--- src/rtl/mips_pkg.sv ---
// -----------------------------------------------------------------------------
// mips_pkg
// Shared definitions for the MIPS decode/issue slice:
//   - register-file and datapath widths (REG_ADDR_W, DATA_W)
//   - the opcode constants the decoder recognises
//   - operand-format classification and the decoded-instruction bundle
//   - a population-count helper used by the in-flight limit check
// No ports; imported by instr_decode and decode_issue.
// -----------------------------------------------------------------------------
package mips_pkg;

  localparam int REG_ADDR_W = 5;
  localparam int DATA_W     = 32;
  localparam int NUM_REGS   = 1 << REG_ADDR_W;

  // Opcode field values (Instr[31:26]).
  localparam logic [5:0] OP_RTYPE = 6'h00;
  localparam logic [5:0] OP_JAL   = 6'h03;
  localparam logic [5:0] OP_BEQ   = 6'h04;
  localparam logic [5:0] OP_BNE   = 6'h05;
  localparam logic [5:0] OP_ADDI  = 6'h08;
  localparam logic [5:0] OP_ADDIU = 6'h09;
  localparam logic [5:0] OP_SLTI  = 6'h0A;
  localparam logic [5:0] OP_SLTIU = 6'h0B;
  localparam logic [5:0] OP_ANDI  = 6'h0C;
  localparam logic [5:0] OP_ORI   = 6'h0D;
  localparam logic [5:0] OP_XORI  = 6'h0E;
  localparam logic [5:0] OP_LUI   = 6'h0F;
  localparam logic [5:0] OP_LW    = 6'h23;
  localparam logic [5:0] OP_SW    = 6'h2B;

  // Link register written by jal.
  localparam logic [REG_ADDR_W-1:0] REG_RA = 5'd31;

  // How an opcode uses the register file.
  typedef enum logic [2:0] {
    FMT_NONE,        // no register operands at all
    FMT_R,           // reads rs, rt; writes rd
    FMT_I_WRITE,     // reads rs; writes rt (immediate ALU ops, lw)
    FMT_READ2,       // reads rs, rt; writes nothing (sw, beq, bne)
    FMT_LINK         // writes $31 only (jal)
  } fmt_e;

  // Everything the issue register captures for one instruction.
  typedef struct packed {
    logic [REG_ADDR_W-1:0] src1;
    logic [REG_ADDR_W-1:0] src2;
    logic [REG_ADDR_W-1:0] dest;
    logic                  reg_write;
    logic [5:0]            opcode;
    logic [5:0]            funct;
    logic [DATA_W-1:0]     imm;
  } decoded_t;

  function automatic fmt_e classify(input logic [5:0] op);
    if (op == OP_RTYPE)                                   return FMT_R;
    if (op inside {[OP_ADDI:OP_LUI], OP_LW})              return FMT_I_WRITE;
    if (op inside {OP_SW, OP_BEQ, OP_BNE})                return FMT_READ2;
    if (op == OP_JAL)                                     return FMT_LINK;
    return FMT_NONE;
  endfunction

  // Logical immediates (andi/ori/xori) zero-extend; everything else sign-extends.
  function automatic logic is_zero_ext(input logic [5:0] op);
    return op inside {OP_ANDI, OP_ORI, OP_XORI};
  endfunction

  function automatic logic [5:0] popcount(input logic [NUM_REGS-1:0] v);
    logic [5:0] n;
    n = '0;
    for (int i = 0; i < NUM_REGS; i++) n += 6'(v[i]);
    return n;
  endfunction

endpackage

--- src/rtl/instr_decode.sv ---
// -----------------------------------------------------------------------------
// instr_decode
// Purely combinational MIPS operand decode. Extracts the source/destination
// register addresses, the write-enable, opcode/funct fields and the extended
// immediate from one 32-bit instruction word.
//
// Ports:
//   instr  in  32  instruction word
//   dec    out     decoded bundle (decoded_t): unused source addresses and an
//                  absent destination read as 0; reg_write only for a nonzero
//                  destination
// -----------------------------------------------------------------------------
module instr_decode
  import mips_pkg::*;
(
  input  logic [DATA_W-1:0] instr,
  output decoded_t          dec
);

  logic [5:0]            op;
  logic [REG_ADDR_W-1:0] rs;
  logic [REG_ADDR_W-1:0] rt;
  logic [REG_ADDR_W-1:0] rd;

  assign op = instr[31:26];
  assign rs = instr[25:21];
  assign rt = instr[20:16];
  assign rd = instr[15:11];

  always_comb begin
    // NOTE: defaults first so every path through the case assigns every field;
    // a missing assignment in some branch would otherwise infer a latch.
    dec        = '0;
    dec.opcode = op;
    dec.funct  = instr[5:0];

    case (classify(op))
      FMT_R: begin
        dec.src1 = rs;
        dec.src2 = rt;
        dec.dest = rd;
      end
      FMT_I_WRITE: begin
        dec.src1 = rs;
        dec.dest = rt;
      end
      FMT_READ2: begin
        dec.src1 = rs;
        dec.src2 = rt;
      end
      FMT_LINK: begin
        dec.dest = REG_RA;
      end
      default: ;
    endcase

    // An absent destination is already 0 here, and writes to $0 are discarded,
    // so a nonzero address is exactly "this instruction writes a register".
    dec.reg_write = (dec.dest != '0);

    dec.imm = is_zero_ext(op) ? {16'h0000, instr[15:0]}
                              : {{16{instr[15]}}, instr[15:0]};
  end

endmodule

--- src/rtl/decode_issue.sv ---
// -----------------------------------------------------------------------------
// decode_issue
// Decodes one MIPS instruction per cycle into a single-entry issue register,
// tracking pending register writes in a 32-bit scoreboard (Busy). An
// instruction is held off while any register it reads or writes is still
// awaiting writeback, or while it would exceed MAX_INFLIGHT pending writes.
//
// Parameters:
//   MAX_INFLIGHT  1..31  maximum registers awaiting writeback
//
// Ports:
//   clk            in   1   rising-edge clock
//   reset          in   1   synchronous, active-high reset
//   InstrValid     in   1   instruction word present
//   InstrReady     out  1   instruction accepted when high with InstrValid
//   Instr          in   32  instruction word
//   IssueValid     out  1   issue register holds a decoded instruction
//   IssueReady     in   1   downstream consumes the issue register
//   ReadRegister1  out  5   source address (rs) or 0
//   ReadRegister2  out  5   source address (rt) or 0
//   WriteRegister  out  5   destination address or 0
//   RegWrite       out  1   issued instruction writes WriteRegister
//   Opcode, Funct  out  6   Instr[31:26], Instr[5:0]
//   Imm            out  32  extended immediate
//   WbValid        in   1   a register retires this cycle
//   WbRegister     in   5   register being retired
//   Busy           out  32  scoreboard, bit 0 always 0
//
// Build option:
//   WB_BYPASS_EN   when defined, a register being written back this cycle is
//                  already treated as free by the hazard and in-flight checks,
//                  so a stalled instruction can be accepted in the writeback
//                  cycle instead of the cycle after.
// -----------------------------------------------------------------------------
module decode_issue
  import mips_pkg::*;
#(
  parameter int MAX_INFLIGHT = 4
) (
  input  logic                  clk,
  input  logic                  reset,
  input  logic                  InstrValid,
  output logic                  InstrReady,
  input  logic [DATA_W-1:0]     Instr,
  output logic                  IssueValid,
  input  logic                  IssueReady,
  output logic [REG_ADDR_W-1:0] ReadRegister1,
  output logic [REG_ADDR_W-1:0] ReadRegister2,
  output logic [REG_ADDR_W-1:0] WriteRegister,
  output logic                  RegWrite,
  output logic [5:0]            Opcode,
  output logic [5:0]            Funct,
  output logic [DATA_W-1:0]     Imm,
  input  logic                  WbValid,
  input  logic [REG_ADDR_W-1:0] WbRegister,
  output logic [NUM_REGS-1:0]   Busy
);

  localparam logic [5:0] INFLIGHT_LIMIT = 6'(MAX_INFLIGHT);

  decoded_t            dec;
  logic [NUM_REGS-1:0] busy_q;
  logic [NUM_REGS-1:0] wb_mask;
  logic [NUM_REGS-1:0] set_mask;
  logic [NUM_REGS-1:0] hazard_view;
  logic [5:0]          inflight;
  logic                src_hazard;
  logic                dest_hazard;
  logic                full_hazard;
  logic                hazard;
  logic                accept;

  instr_decode u_decode (
    .instr (Instr),
    .dec   (dec)
  );

  // Register being retired this cycle; $0 is never tracked so it is masked out.
  always_comb begin
    wb_mask = '0;
    if (WbValid && (WbRegister != '0)) wb_mask[WbRegister] = 1'b1;
  end

`ifdef WB_BYPASS_EN
  assign hazard_view = busy_q & ~wb_mask;
`else
  assign hazard_view = busy_q;
`endif

  assign inflight = popcount(hazard_view);

  // Bit 0 of the scoreboard is never set, so an unused (zero) source or an
  // absent destination can never raise a hazard through this lookup.
  assign src_hazard  = hazard_view[dec.src1] | hazard_view[dec.src2];
  assign dest_hazard = hazard_view[dec.dest];
  assign full_hazard = dec.reg_write && (inflight == INFLIGHT_LIMIT);
  assign hazard      = src_hazard | dest_hazard | full_hazard;

  // Nothing is accepted in a reset cycle, even though the registers only
  // clear at the following edge.
  assign InstrReady = !reset && (!IssueValid || IssueReady) && !hazard;
  assign accept     = InstrValid && InstrReady;

  always_comb begin
    set_mask = '0;
    if (accept && dec.reg_write) set_mask[dec.dest] = 1'b1;
  end

  // Clear is applied before set, so an accept and a writeback of the same
  // register in one cycle leave the bit set for the new writer. Clearing a
  // bit that is not set is harmless, which covers stray writebacks.
  always_ff @(posedge clk) begin
    // NOTE: non-blocking assignments for all clocked state so every register
    // samples pre-edge values regardless of statement order.
    if (reset) busy_q <= '0;
    else       busy_q <= (busy_q & ~wb_mask) | set_mask;
  end

  assign Busy = busy_q;

  always_ff @(posedge clk) begin
    if (reset) begin
      IssueValid    <= 1'b0;
      ReadRegister1 <= '0;
      ReadRegister2 <= '0;
      WriteRegister <= '0;
      RegWrite      <= 1'b0;
      Opcode        <= '0;
      Funct         <= '0;
      Imm           <= '0;
    end else if (accept) begin
      IssueValid    <= 1'b1;
      ReadRegister1 <= dec.src1;
      ReadRegister2 <= dec.src2;
      WriteRegister <= dec.dest;
      RegWrite      <= dec.reg_write;
      Opcode        <= dec.opcode;
      Funct         <= dec.funct;
      Imm           <= dec.imm;
    end else if (IssueReady) begin
      // Consumed with nothing behind it; the payload is left as-is.
      IssueValid    <= 1'b0;
    end
  end

endmodule

--- config.mk ---
export PLATFORM = sky130hd
export DESIGN_NAME = decode_issue
export DESIGN_NICKNAME = d
export VERILOG_FILES = /design/src/rtl/mips_pkg.sv /design/src/rtl/instr_decode.sv /design/src/rtl/decode_issue.sv
export SDC_FILE = /design/constraint.sdc
export NUM_CORES = 1
export LEC_CHECK = 0
export BUFFER_PORTS_ARGS = -buffer_cell sky130_fd_sc_hd__buf_2
export CAP_MARGIN = 15
export CORE_UTILIZATION = 56
export CTS_BUF_LIST = sky130_fd_sc_hd__clkbuf_8
export DETAILED_ROUTE_END_ITERATION = 10
export PLACE_DENSITY_LB_ADDON = 0.15
export SYNTH_ARGS = -nofsm -noshare
export SYNTH_HDL_FRONTEND = slang
export SYNTH_SLANG_ARGS = --single-unit
--- constraint.sdc ---
create_clock -name clk -period 7.66 [get_ports clk]
set_input_delay 0.766 -clock clk [delete_from_list [all_inputs] [get_ports clk]]
set_output_delay 0.766 -clock clk [all_outputs]
set_load 0.01 [all_outputs]
# Word level (Yosys, flattened, before mapping)
# Cells that the tools add are included.
# word_totals
ff_bits	93
wordCells	125
inputBits	42
# op_classes
muxes	36
reduce_logical	22
bitwise	6
magnitude_cmp	8
n_eq_ne	13
add_sub_neg	31
# op_table
cell	n
$add A6 B1 Y6	26
$mux W32	3
$and A32 B32 Y32	1
$not A32 Y32	1
$or A32 B32 Y32	1
$lt A5 B6 Y1 const B	4
$mux W3	8
$eq A6 B3 Y1 const B	3
$eq A6 B4 Y1 const B	3
$mux W1	17
$bmux W1 S5	3
$pmux W5 S3	1
$eq A6 B6 Y1 const B	2
$demux W1 S5	2
$ge A5 B1 Y1 const B	2
$mux W5	2
$reduce_bool A5 Y1	2
$logic_and A1 B1 Y1	9
$add A5 B1 Y6	1
$eq A3 B2 Y1 const B	2
$eq A6 B2 Y1 const B	1
$ge A6 B4 Y1 const B	1
$le A6 B4 Y1 const B	1
$logic_not A6 Y1	1
13 further kinds	19

# Longest topological paths before layout
# depth
depth_word	40
ltp_mapped	22
depth_no_buf	20

# Modules after synthesis
# Synthesis repeated with hierarchy kept, for this count alone.
# hier_totals
hier_cells	625
area_unflattened_um2	6466.2
# modules_own_cells
mod	seq_area_each_um2	area_per_inst_um2	cells_per_inst	instances
decode_issue	1861.8	5844.4	542	1
instr_decode	0.0	621.8	83	1

# Worst setup path before layout
# Ideal clock, no wire load.
# synth_path
kind	register to output
startpoint	register busy_q[5] (netlist: Busy[5])
endpoint	output port InstrReady
slack_ns	1.403
required_time_ns	6.894
arrival_ns	5.491
n_path_buf	1
path_stages_with_launch	21
path_cell_list	dfxtp_1 -> inv_1 -> fa_1 -> inv_1 -> fa_1 -> fa_1 -> fa_1 -> fa_1 -> inv_1 -> fa_1 -> inv_1 -> ha_1 -> fa_1 -> inv_1 -> nor3_1 -> a31oi_1 -> nor3_1 -> a211oi_1 -> nand4bb_1 -> buf_2 -> nor3_1
# synth_via
elab_chain_cells	32
# synth_lines
item	line	rtl
start: declaration	decode_issue.sv:62	logic [NUM_REGS-1:0] busy_q;
start signal: assignment	decode_issue.sv:116	else busy_q <= (busy_q & ~wb_mask) | set_mask;
$add A5 B1 Y6	mips_pkg.sv:71	for (int i = 0; i < NUM_REGS; i++) n += 6'(v[i]);
$add A6 B1 Y6 (26 in a row)	mips_pkg.sv:71	
$eq A6 B3 Y1	decode_issue.sv:96	assign full_hazard = dec.reg_write && (inflight == INFLIGHT_LIMIT);
$logic_and A1 B1 Y1	decode_issue.sv:96	
$or A1 B1 Y1 (*)	decode_issue.sv:97	assign hazard = src_hazard | dest_hazard | full_hazard;
$logic_not A1 Y1 (*)	decode_issue.sv:101	assign InstrReady = !reset && (!IssueValid || IssueReady) && !hazard;
$logic_and A1 B1 Y1 (*)	decode_issue.sv:101	
end: declaration	decode_issue.sv:43	output logic InstrReady,
# Every way passes the cells marked *; elsewhere a longest branch is shown, timed or not. The select of a mux whose other input is x is not followed.

# Worst setup path in the final report
# layout_path
startpoint	register busy_q[0] (netlist: Busy[0])
endpoint	output port InstrReady
# layout_via
elab_chain_cells	36
# layout_lines
item	line
$add A1 B1 Y2	mips_pkg.sv:71
$add A2 B1 Y3	mips_pkg.sv:71
$add A3 B1 Y4	mips_pkg.sv:71
$add A4 B1 Y5	mips_pkg.sv:71
$add A5 B1 Y6	mips_pkg.sv:71
$add A6 B1 Y6 (26 in a row)	mips_pkg.sv:71
$eq A6 B3 Y1	decode_issue.sv:96
$logic_and A1 B1 Y1	decode_issue.sv:96
$or A1 B1 Y1 (*)	decode_issue.sv:97
$logic_not A1 Y1 (*)	decode_issue.sv:101
$logic_and A1 B1 Y1 (*)	decode_issue.sv:101
# Marked as above.

==> results_dict.tcl <==
set metrics [dict create \
    tightest_slew_ns 0.859 \
    ctsHoldBuffers 0 \
    cp_slowest_stage_delay_ns 0.66 \
    slew_headroom_pct 42.5 \
    critPathMaxFanout 7 \
    grt_max_degree 78 \
    fin_worst_skew_ns 0.0111 \
    clk_pin_slew_worst_paths_ns 0.09 \
    numClockSinks 72 \
    end_kind "primary output" \
    synth_cell_type_count 80 \
    synthTopCellsByArea "dfxtp_1 (27%), fa_1 (9.0%), a21oi_1 (6.1%)" \
    slew_violations 0 \
    r2r_end "Busy[6]" \
    ys_seq_area_share_pct 27.1 \
    p_comb_share_pct 18.7 \
    crit_end "InstrReady" \
    setup_ws_ns 0.447 \
    slowest_stage "nor3_1" \
    setup_viol 0 \
    num-nets-final 787 \
    finalSetupTns_ns 0 \
    p_sw_share_pct 31.1 \
    io_buffers 135 \
    dp_hpwl_mm 14.0 \
    vias_per_cell 6.71 \
    worstRegToRegCells 16 \
    netlist.area_leader.share_pct 27.1 \
    timing.hold.worst_path_depth 2 \
    place.gp.congestion 1.02 \
    core_area_um2 9200 \
    clock_latency_ns 0.35 \
    start_util_pct 57.7 \
    dpl_worst_slack_ns 1.00 \
    fp.dieArea_um2 9880 \
    post_drt_wl_per_cell_um 23.4 \
    post_cts_buffers 0 \
    grt_usage_pct 40.0 \
    power.net_switching_uw 280 \
    tritoncts "built" \
    design.portCount 136 \
    rsz0062_at_grt "no" \
    drc_errors 0 \
    final_util_pct 65.4 \
    crit_arrival_ns 6.45 \
    path_cells "fa_1, fa_1, fa_1, fa_1, fa_1, inv_1, fa_1, inv_1, ha_1, fa_1, inv_1, nor3_1, a31oi_1, nor3_1, a211oi_1, nand4bb_1, nor3_1, buf_2" \
    seqPwrFrac_pct 43.5 \
    grt_pass1_vias 5250 \
    first_pass_iters 6 \
    power_frac_clock_pct 37.8 \
    synth_flop_cell "dfxtp_1" \
    reg2reg_slack_ns 1.12 \
    leakagePower_uw 0.00247 \
    clk_path_buf_depth 2 \
    antenna_cells 0 \
    start_kind "flip-flop" \
    cts_buffers 9 \
    worstPathRequired_ns 6.89 \
    ys_async_sr_fraction_pct 0 \
    r2r_start "Busy[0]" \
    hold_class "reg -> reg" \
    synth_seq_cells 72 \
    synth_area_um2 5310 \
    drive_gt1_share_pct 27.0 \
    drtAntennaViolNets 0 \
    yosysWarnings 0 \
    netlist_instances 634 \
    period_share_pct 94.2 \
    syn_nets 707 \
    worstSetupPathType "reg -> out" \
    timing.fmax_mhz 139 \
    root_buffer "clkbuf_8" \
    overflow 0 \
    mostFrequentLayoutCells "buf_2 (135), dfxtp_1 (72), a21oi_1 (65), o21ai_0 (63), inv_1 (51)" \
    synth_top_area_cell "dfxtp_1" \
    wl_mm 19.4 \
    crit_top_cell "fa_1" \
    die_y_um 99.4 \
    cts_resized 0 \
    power.density_nw_per_um2 150 \
    antenna_found_initial 1 \
    ctsHtreeMaxLevel 3 \
    status "finished clean" \
    drv_cap 0 \
    vias 5571 \
    die_w_um 99.4 \
    rows 35 \
    crit_start "Busy[0]" \
    ir_drop_v 0.000129 \
    intPower_uw 620 \
    area_delta_synth_final_pct 13.2 \
    drtIter0Drc 572 \
    layout_commonest_cell "buf_2" \
    hold_viol 0 \
    grt_pass1_wl_mm 29.9 \
    period_needed_ns 7.21 \
    avgSynthCellArea_um2 8.38 \
    synth_edf_count 0 \
]
stage by stage:
step	hold WS (ns)	power [uW]	cells	instance area [um^2]
after floorplan	0.498	512	634	5310
after global placement	0.457	561	814	5790
after detailed placement	0.468	562	814	5790
after CTS	0.480	896	830	6010
after global routing	0.507	932	830	6010
final	0.476	900	830	6010
power by group through the flow:
| stage | Clock [uW] | Sequential [uW] | Combinational, uW |
|---|---|---|---|
| after floorplan | 0 | 405 | 107 |
| after global placement | 0 | 400 | 161 |
| after detailed placement | 0 | 400 | 162 |
| after CTS | 342 | 391 | 163 |
| after global routing | 359 | 393 | 180 |
| final | 340 | 392 | 169 |
layer usage:
layer | global-route usage [%] | up-vias | share of wire (%)
li1 | - | 2459 | -
met1 | 54.1 | 2652 | 41
met2 | 60.8 | 398 | 44
met3 | 11.9 | 62 | 12
met4 | 14.4 | 0 | 3.0
met5 | 0 | - | 0
registers in the layout (all words and copies together), names as in the netlist, 5 cells and up:
name	count
Imm	12
ReadRegister2	5
Busy	32
Funct	5
Opcode	6
ReadRegister1	5
WriteRegister	5
cell families after synthesis:
kind of cell / synth area share [%]
AO/OA/AOI/OAI: 24.7
XOR/XNOR: 0.165
adder cells (fa/ha/maj): 10.7
buffers and inverters: 10.7
flip-flops: 27.1
multiplexers: 7.19
AND/OR/NAND/NOR: 19.3
final cells by class:
class,count,area [um^2]
multi-input combinational,442,3320
fill,807,3180
sequential,72,1440
timing repair buffer,139,706
inverter,50,188
tap,111,139
clock buffer,9,124
clock inverter,7,95.1
how the worst min path moves through the flow:
stage | endpoint | start | slack (ns)
2_1_floorplan | Imm[10] | Imm[10] | 0.50
3_3_place_gp | Opcode[3] | Opcode[3] | 0.46
3_5_place_dp | Imm[10] | Imm[10] | 0.47
4_1_cts | Imm[10] | Imm[10] | 0.48
5_1_grt | Imm[11] | Imm[11] | 0.51
6_report | Imm[10] | Imm[10] | 0.48
synth_stat cells (4+ instances only):
cell	count
nand2b_1	4
buf_1	6
mux2i_1	13
a211oi_1	6
nor2b_1	13
mux2_2	5
nor2_1	22
nand4b_1	5
o41ai_1	11
o31ai_1	9
fa_1	24
nor3_1	5
clkbuf_1	29
a31oi_1	4
dfxtp_1	72
buf_4	23
o21ai_0	63
a311oi_1	6
nand3_1	35
buf_2	9
a21oi_1	65
or4_1	6
nand4_1	15
ha_1	7
nand3b_1	5
nand2_1	31
inv_1	50
nor4_1	4
mux4_2	8
o211ai_1	7
critical path: cells and delay by family (launching register included):
| family | cells | cell delay, ns |
|---|---|---|
| AO/OA/AOI/OAI | 2 | 0.47 |
| adder cells (fa/ha/maj) | 8 | 3.57 |
| buffers and inverters | 4 | 0.45 |
| flip-flops | 1 | 0.58 |
| AND/OR/NAND/NOR | 4 | 1.01 |
Power figures use the tool's default switching activity.
